**config.mk**
```make
export PLATFORM = sky130hd
export DESIGN_NAME = message_gen_sequencer
export DESIGN_NICKNAME = d
export VERILOG_FILES = /design/src/rtl/message_gen_sequencer.sv
export SDC_FILE = /design/constraint.sdc
export NUM_CORES = 1
export LEC_CHECK = 0
export ABC_AREA = 1
export CAP_MARGIN = 20
export CORE_UTILIZATION = 52
export CTS_CLUSTER_SIZE = 24
export DETAILED_ROUTE_END_ITERATION = 6
export HOLD_SLACK_MARGIN = 0.15
export PLACE_DENSITY = 0.87
export SLEW_MARGIN = 5
export SYNTH_ARGS = -nofsm -noshare
export SYNTH_HDL_FRONTEND = slang
export SYNTH_SLANG_ARGS = --single-unit
```
**constraint.sdc**
```tcl
create_clock -name clk -period 2 [get_ports clk]
set_input_delay 0.5 -clock clk [delete_from_list [all_inputs] [get_ports clk]]
set_output_delay 0.5 -clock clk [all_outputs]
set_load 0.005 [all_outputs]
```
**src/rtl/message_gen_sequencer.sv**
```systemverilog
// message_gen_sequencer: frame sequencer for one message-generation channel.
// Walks the chip index, counts code repeats per message bit, steps the
// message bit address and drives the rail enables / timestamp-patch strobe.
// Ports:
//   clk, rst                 system clock, synchronous active-high reset
//   start, stop, abort       single-cycle control pulses
//   cfg_*                    channel configuration (sampled per frame)
//   sys_time_sync_done       UTC time valid
//   sys_utc_time_second      UTC seconds; any change is a second tick
//   dac_valid                one chip advance per asserted cycle
//   pcode_addr, msg_addr     chip index and message bit index
//   message_i/q_enable       rail enables
//   tstamp_patch_en          timestamp patch strobe
//   frame_start, frame_done  one-cycle pulses on first / last chip
//   busy                     not IDLE
//   frame_count              completed frames since leaving IDLE (wraps)
module message_gen_sequencer #(
    parameter int PCODE_LEN     = 40920,
    parameter int PCODE_REPEATS = 10,
    parameter int MESSAGE_LEN   = 120,
    localparam int PW = (PCODE_LEN > 1) ? $clog2(PCODE_LEN) : 1,
    localparam int RW = (PCODE_REPEATS > 1) ? $clog2(PCODE_REPEATS) : 1,
    localparam int MW = (MESSAGE_LEN > 1) ? $clog2(MESSAGE_LEN) : 1
) (
    input  logic          clk,
    input  logic          rst,
    input  logic          start,
    input  logic          stop,
    input  logic          abort,
    input  logic          cfg_align_sync,
    input  logic          cfg_single_shot,
    input  logic          cfg_tstamp_en,
    input  logic          cfg_i_en,
    input  logic          cfg_q_en,
    input  logic          sys_time_sync_done,
    input  logic [5:0]    sys_utc_time_second,
    input  logic          dac_valid,
    output logic [PW-1:0] pcode_addr,
    output logic [MW-1:0] msg_addr,
    output logic          message_i_enable,
    output logic          message_q_enable,
    output logic          tstamp_patch_en,
    output logic          frame_start,
    output logic          frame_done,
    output logic          busy,
    output logic [15:0]   frame_count
);

    localparam logic [1:0] S_IDLE = 2'd0;
    localparam logic [1:0] S_WAIT = 2'd1;
    localparam logic [1:0] S_RUN  = 2'd2;

    localparam logic [PW-1:0] PC_LAST  = PW'(PCODE_LEN - 1);
    localparam logic [RW-1:0] REP_LAST = RW'(PCODE_REPEATS - 1);
    localparam logic [MW-1:0] MSG_LAST = MW'(MESSAGE_LEN - 1);

    logic [1:0]    state_q, state_d;
    logic [PW-1:0] pcode_q, pcode_d;
    logic [RW-1:0] rep_q, rep_d;
    logic [MW-1:0] msg_q, msg_d;
    logic          i_en_q, i_en_d;
    logic          q_en_q, q_en_d;
    logic          ts_en_q, ts_en_d;
    logic          fs_q, fs_d;
    logic          fd_q, fd_d;
    logic          busy_q, busy_d;
    logic [15:0]   fc_q, fc_d;
    logic          stop_q, stop_d;
    logic [5:0]    sec_q;

    logic pc_wrap;
    logic rep_wrap;
    logic msg_wrap;
    logic at_zero;
    logic sec_tick;
    logic go_idle;
    logic load_cfg;

    assign pc_wrap  = (pcode_q == PC_LAST);
    assign rep_wrap = (rep_q == REP_LAST);
    assign msg_wrap = (msg_q == MSG_LAST);
    assign at_zero  = (pcode_q == '0) && (rep_q == '0) && (msg_q == '0);
    assign sec_tick = (sys_utc_time_second != sec_q);

    always_comb begin
        state_d  = state_q;
        pcode_d  = pcode_q;
        rep_d    = rep_q;
        msg_d    = msg_q;
        i_en_d   = i_en_q;
        q_en_d   = q_en_q;
        ts_en_d  = ts_en_q;
        fs_d     = 1'b0;
        fd_d     = 1'b0;
        fc_d     = fc_q;
        stop_d   = stop_q;
        go_idle  = 1'b0;
        load_cfg = 1'b0;

        unique case (state_q)
            S_IDLE: begin
                if (start) begin
                    fc_d = '0;
                    if (cfg_align_sync) begin
                        state_d = S_WAIT;
                    end else begin
                        state_d  = S_RUN;
                        load_cfg = 1'b1;
                    end
                end
            end
            S_WAIT: begin
                if (stop) begin
                    go_idle = 1'b1;
                end else if (sys_time_sync_done && sec_tick) begin
                    state_d  = S_RUN;
                    load_cfg = 1'b1;
                end
            end
            S_RUN: begin
                stop_d = stop_q | stop;
                if (dac_valid) begin
                    // counters are all zero exactly on chip 0 of a frame
                    fs_d = at_zero;
                    if (pc_wrap) begin
                        pcode_d = '0;
                        if (rep_wrap) begin
                            rep_d = '0;
                            msg_d = msg_wrap ? '0 : msg_q + MW'(1);
                        end else begin
                            rep_d = rep_q + RW'(1);
                        end
                    end else begin
                        pcode_d = pcode_q + PW'(1);
                    end
                    if (pc_wrap && rep_wrap && msg_wrap) begin
                        fd_d = 1'b1;
                        fc_d = fc_q + 16'd1;
                        // a stop arriving on the last chip still counts
                        if (stop_q || stop || cfg_single_shot) begin
                            go_idle = 1'b1;
                        end else begin
                            load_cfg = 1'b1;
                        end
                    end
                end
            end
            default: go_idle = 1'b1;
        endcase

        // config only changes at RUN entry or a frame boundary
        if (load_cfg) begin
            i_en_d  = cfg_i_en;
            q_en_d  = cfg_q_en;
            ts_en_d = cfg_tstamp_en;
        end

        if (go_idle || abort) begin
            state_d = S_IDLE;
            pcode_d = '0;
            rep_d   = '0;
            msg_d   = '0;
            i_en_d  = 1'b0;
            q_en_d  = 1'b0;
            ts_en_d = 1'b0;
            stop_d  = 1'b0;
        end

        // abort beats start, stop and a coincident frame end
        if (abort) begin
            fc_d = '0;
            fs_d = 1'b0;
            fd_d = 1'b0;
        end

        busy_d = (state_d != S_IDLE);
    end

    always_ff @(posedge clk) begin
        if (rst) begin
            state_q <= S_IDLE;
            pcode_q <= '0;
            rep_q   <= '0;
            msg_q   <= '0;
            i_en_q  <= 1'b0;
            q_en_q  <= 1'b0;
            ts_en_q <= 1'b0;
            fs_q    <= 1'b0;
            fd_q    <= 1'b0;
            busy_q  <= 1'b0;
            fc_q    <= '0;
            stop_q  <= 1'b0;
        end else begin
            state_q <= state_d;
            pcode_q <= pcode_d;
            rep_q   <= rep_d;
            msg_q   <= msg_d;
            i_en_q  <= i_en_d;
            q_en_q  <= q_en_d;
            ts_en_q <= ts_en_d;
            fs_q    <= fs_d;
            fd_q    <= fd_d;
            busy_q  <= busy_d;
            fc_q    <= fc_d;
            stop_q  <= stop_d;
        end
    end

    // pure one-cycle delay for tick detection; kept running through reset
    always_ff @(posedge clk) begin
        sec_q <= sys_utc_time_second;
    end

    assign pcode_addr       = pcode_q;
    assign msg_addr         = msg_q;
    assign message_i_enable = i_en_q;
    assign message_q_enable = q_en_q;
    assign tstamp_patch_en  = ts_en_q;
    assign frame_start      = fs_q;
    assign frame_done       = fd_q;
    assign busy             = busy_q;
    assign frame_count      = fc_q;

endmodule

```
### Word level (Yosys, flattened, before mapping)

Cells that the tools add are included.

| cells by class | value |
|---|---|
| add/subtract/negate cells | 4 |
| eq/ne operators | 9 |
| mux-type cells | 27 |
| bitwise gates (word level) | 3 |
| reductions and logical operators | 21 |

Operators by type and width:

| kind | number |
|---|---|
| 16-bit two-way mux | 4 |
| 16-bit by 1-bit adder with 16-bit output (second input constant) | 2 |
| 16-bit one-hot mux with 2 select lines | 1 |
| 16-bit == test (second input constant) | 1 |
| 16-bit zero test | 1 |
| 1-bit two-way mux | 12 |
| 2-bit two-way mux | 5 |
| 4-bit AND reduction | 2 |
| 7-bit by 1-bit adder with 7-bit output (second input constant) | 1 |
| 7-bit == test (second input constant) | 1 |
| 7-bit zero test | 1 |
| 7-bit two-way mux | 1 |
| 2-bit inequality test (second input constant) | 3 |
| 6-bit inequality test | 1 |
| 1-bit one-hot mux with 3 select lines | 2 |
| 1-bit logical AND | 5 |
| 4-bit by 1-bit adder with 4-bit output (second input constant) | 1 |
| 4-bit == test (second input constant) | 1 |
| 4-bit zero test | 1 |
| 4-bit two-way mux | 1 |
| 2-bit one-hot mux with 2 select lines | 1 |
| 2-bit nonzero test | 2 |
| 2-bit OR reduction | 2 |
| 4-bit OR reduction | 1 |
| other kinds (8) | 11 |

| word-level totals | value |
|---|---|
| flip-flop bits (word level) | 58 |
| output and inout bits | 45 |
| logic and storage cells | 77 |

### Depth between registers and ports, before layout

| logic depth | value |
|---|---|
| depth in word-level cells | 9 |
| depth in mapped cells | 11 |
| gate-level depth less buffers | 11 |

### Worst setup path after synthesis

Ideal clock, no wire load.

| path | value |
|---|---|
| path kind | reg2reg |
| start point | register pcode_q[1], in the netlist pcode_addr[1] |
| end point | register fc_q[6], in the netlist frame_count[6] |
| data arrival time | 1458 ps |
| required time | 1883 ps |
| slack | 426 ps |
| cell stages (with the launch flop) | 10 |
| cells stage by stage | dfxtp_1 > ha_1 > nand2_1 > nor2_1 > nand3_1 > nor2_4 > nand3_4 > buf_2 > o211ai_1 > nor2_1 |

| on the way | value |
|---|---|
| longest elaborated chain between the ends | 5 |

Ends and longest elaborated chain:

| element | RTL line | source |
|---|---|---|
| start: declaration | 58 | `logic [PW-1:0] pcode_q, pcode_d;` |
| start signal: assignment | 195 | `pcode_q <= pcode_d;` |
| 16-bit == test | 79 | `assign pc_wrap = (pcode_q == PC_LAST);` |
| 1-bit logical AND (2 in a row) | 136 | `if (pc_wrap && rep_wrap && msg_wrap) begin` |
| 2-bit inequality test (no line) | n/a |  |
| 4-bit AND reduction (no line) | n/a |  |
| end signal: assignment | 191 | `fc_q <= '0;` |
| end signal: assignment | 204 | `fc_q <= fc_d;` |
| end: declaration | 67 | `logic [15:0] fc_q, fc_d;` |

Every way passes these cells.
A chain may end at the register's enable or synchronous reset.

### Final worst setup path

| path | value |
|---|---|
| start point | register pcode_q[5], in the netlist pcode_addr[5] |
| end point | output port pcode_addr[5] |

RTL lines:

| element | RTL line | source |
|---|---|---|
| end: declaration | 38 | `output logic [PW-1:0] pcode_addr,` |

No word-level cell between the ends.

==> results.yml <==
timing:
  slew_headroom: 0.694
  setup-violations-final: 0
  fin_worst_skew_ns: 0.00808
  period_minus_slack_ns: 1.89
  rsz0062_at_grt: "false"
  setup_slack_ns: 0.106
  finalHoldViolCount: 0
  worst_pin_slew_ns: 0.455
  max_freq_mhz: 528
  min_period_over_period: 0.947
  slew_violations: 0
clock_network:
  clock_path_buffers: 2
  cts-root-buf: "clkbuf_8"
  cts_tree: "yes"
  ctsResizeCount: 0
  clkLatencyLatePin_ns: 0.34
  postCtsSetupBuffers: 0
  clkTransAtPathRegs_ns: 0.06
  hold_buffers: 0
  htreeDepth: 3
  cts_buffers: 9
  clock_sinks: 58
setup_path:
  path_buf_inv: 1
  path_cells: "clkdlybuf4s50_1"
  end_kind: "output port"
  cpLargestDelayFamily: "buffers and inverters"
  critPathKind: "reg2out"
  cp-startpoint: "pcode_addr[5]"
  critPathMaxStageDelay_ns: 0.57
  reg2reg_from: "pcode_addr[0]"
  start_kind: "flip-flop"
  path_max_fanout: 9
  cp_slowest_cell: "clkdlybuf4s50_1"
  required_ns: 1.50
  worstPathArrival_ns: 1.39
pwr:
  p_total_uw: 2310
  powerDensity_nw_per_um2: 540
  peakVddDrop_uv: 377
  total_leakage_power_uw: 0.00169
min_path:
  min_from: "stop_q"
  hp-class: "reg2reg"
synthesis:
  ys_types: 31
  yosysSeqAreaShare: 0.355
  avgSynthCellArea_sq_um: 6.49
  synth_area_sq_um: 3270
  yosys.area.top_type: "dfxtp_1"
  async_flop_share: 0
  synthCells: 503
  ys_warn_count: 0
  synth_ff_type: "dfxtp_1"
  synth_seq_cells: 58
  synthTopCellsByArea: "dfxtp_1 36%, nand2_1 14%, nor2_1 11%"
  synth_top_area_share: 0.355
  synth_most_common_cell: "nand2_1"
  synth.top_cells.by_count: "121 x nand2_1, 99 x nor2_1, 62 x inv_1, 58 x dfxtp_1, 33 x nand3_1"
  synth_edf_count: 0
  syn-num-nets: 526
layout:
  n_antenna_cell: 0
  layout.cells.non_filler: 665
  syn_to_final_growth_pct: 31.1
  finish.instance_area_sq_um: 4280
  layout-drive-gt1-share: 0.103
  final_util: 0.715
  fin_nets: 609
floorplanning:
  num_rows: 28
  die_area_sq_um: 6600
  die_y_um: 81.3
  start_util: 0.545
  die_w_um: 81.3
  core_area_sq_um: 5990
  boundaryPins: 63
placed_design:
  portBuffers: 62
  placed_cell_area_sq_um: 4100
  dp_cells: 650
  place_hpwl_um: 6060
  pre_cts_slack_ns: -0.0644
  place.gp.congestion: 0.896
route:
  drc: 0
  ant_nets: 0
  num_vias: 3502
  postRouteWirelength_um: 8210
  drt_pre_antenna_iters: 5
  drt_iter0_drc: 243
  wl_per_cell_um: 12.3
  routed_via_density: 5.27
run:
  cap_violations: 0
global_routing:
  grt_pass1_vias: 3124
  grt_pass1_wl_um: 13400
  grt_antenna_before_repair: 0
  track_usage: 0.266
  grt_max_degree: 19
  gr-total-overflow: 0
status:
  status: "completed"
[logic make-up after synthesis]
family          count (synthesis)  synth area share
compound gates                 41            0.0659
xor+xnor                       13            0.0349
fa+ha+maj                       5            0.0191
buf+inv                        74            0.0892
flops                          58             0.355
simple gates                  312             0.435
[sequential cells by signal, summed over array words and instances (netlist names), 2 cells and up]
name	count
pcode_addr	16
state_q	2
frame_count	16
sec_q	6
msg_addr	7
rep_q	4
[final timing paths]
path                            slack [ns]                to  cells past startpoint
worst max-delay path                  0.11     pcode_addr[5]                      1
worst min-delay path                  0.47            stop_q                      1
worst max register to register        0.21  message_q_enable                     11
worst min register to register        0.47            stop_q                      1
[where the power goes]
group,internal [uW],leakage (uW),switching [uW]
sequential,1170,0.000471,9.53
clock,509,0.0000855,453
combinational,80.8,0.00113,90.9
[per-layer routing]
layer,GRT usage,vias up,share of wire
met4,0.114,0,0.022
li1,-,1763,-
met5,0,-,0
met1,0.326,1573,0.44
met2,0.440,139,0.47
met3,0.0640,27,0.071
[final cells by class]
class	instances	area, sq um
Fill cell	480	1710
Multi-Input combinational cell	371	1820
Tap cell	75	93.8
Clock buffer	13	159
Inverter	66	248
Clock inverter	2	12.5
Timing Repair Buffer	80	781
Sequential cell	58	1160
[through the flow]
step,hold slack (ns),setup TNS [ns]
2_1_floorplan,0.441,0
3_3_place_gp,0.448,-0.0144
3_5_place_dp,0.455,-0.405
4_1_cts,0.470,0
5_1_grt,0.478,0
6_report,0.467,0
[layout by cell type (no fill, tap or decap), drive strengths merged]
cell type and count:
dfxtp 58, nor4 5, xnor2 2, nand4 19, nand3 35, nand3b 1, o21bai 1, clkbuf 13
o21a 1, a21oi 28, o211ai 2, nor3b 2, inv 66, ha 5, nor3 9, clkdlybuf4s50 62
nand2 129, buf 18, clkinv 1, clkinvlp 1, nor2 110, xor2 11, or2 2, o21ai 9
No activity file was read; power rests on OpenSTA's default activity.
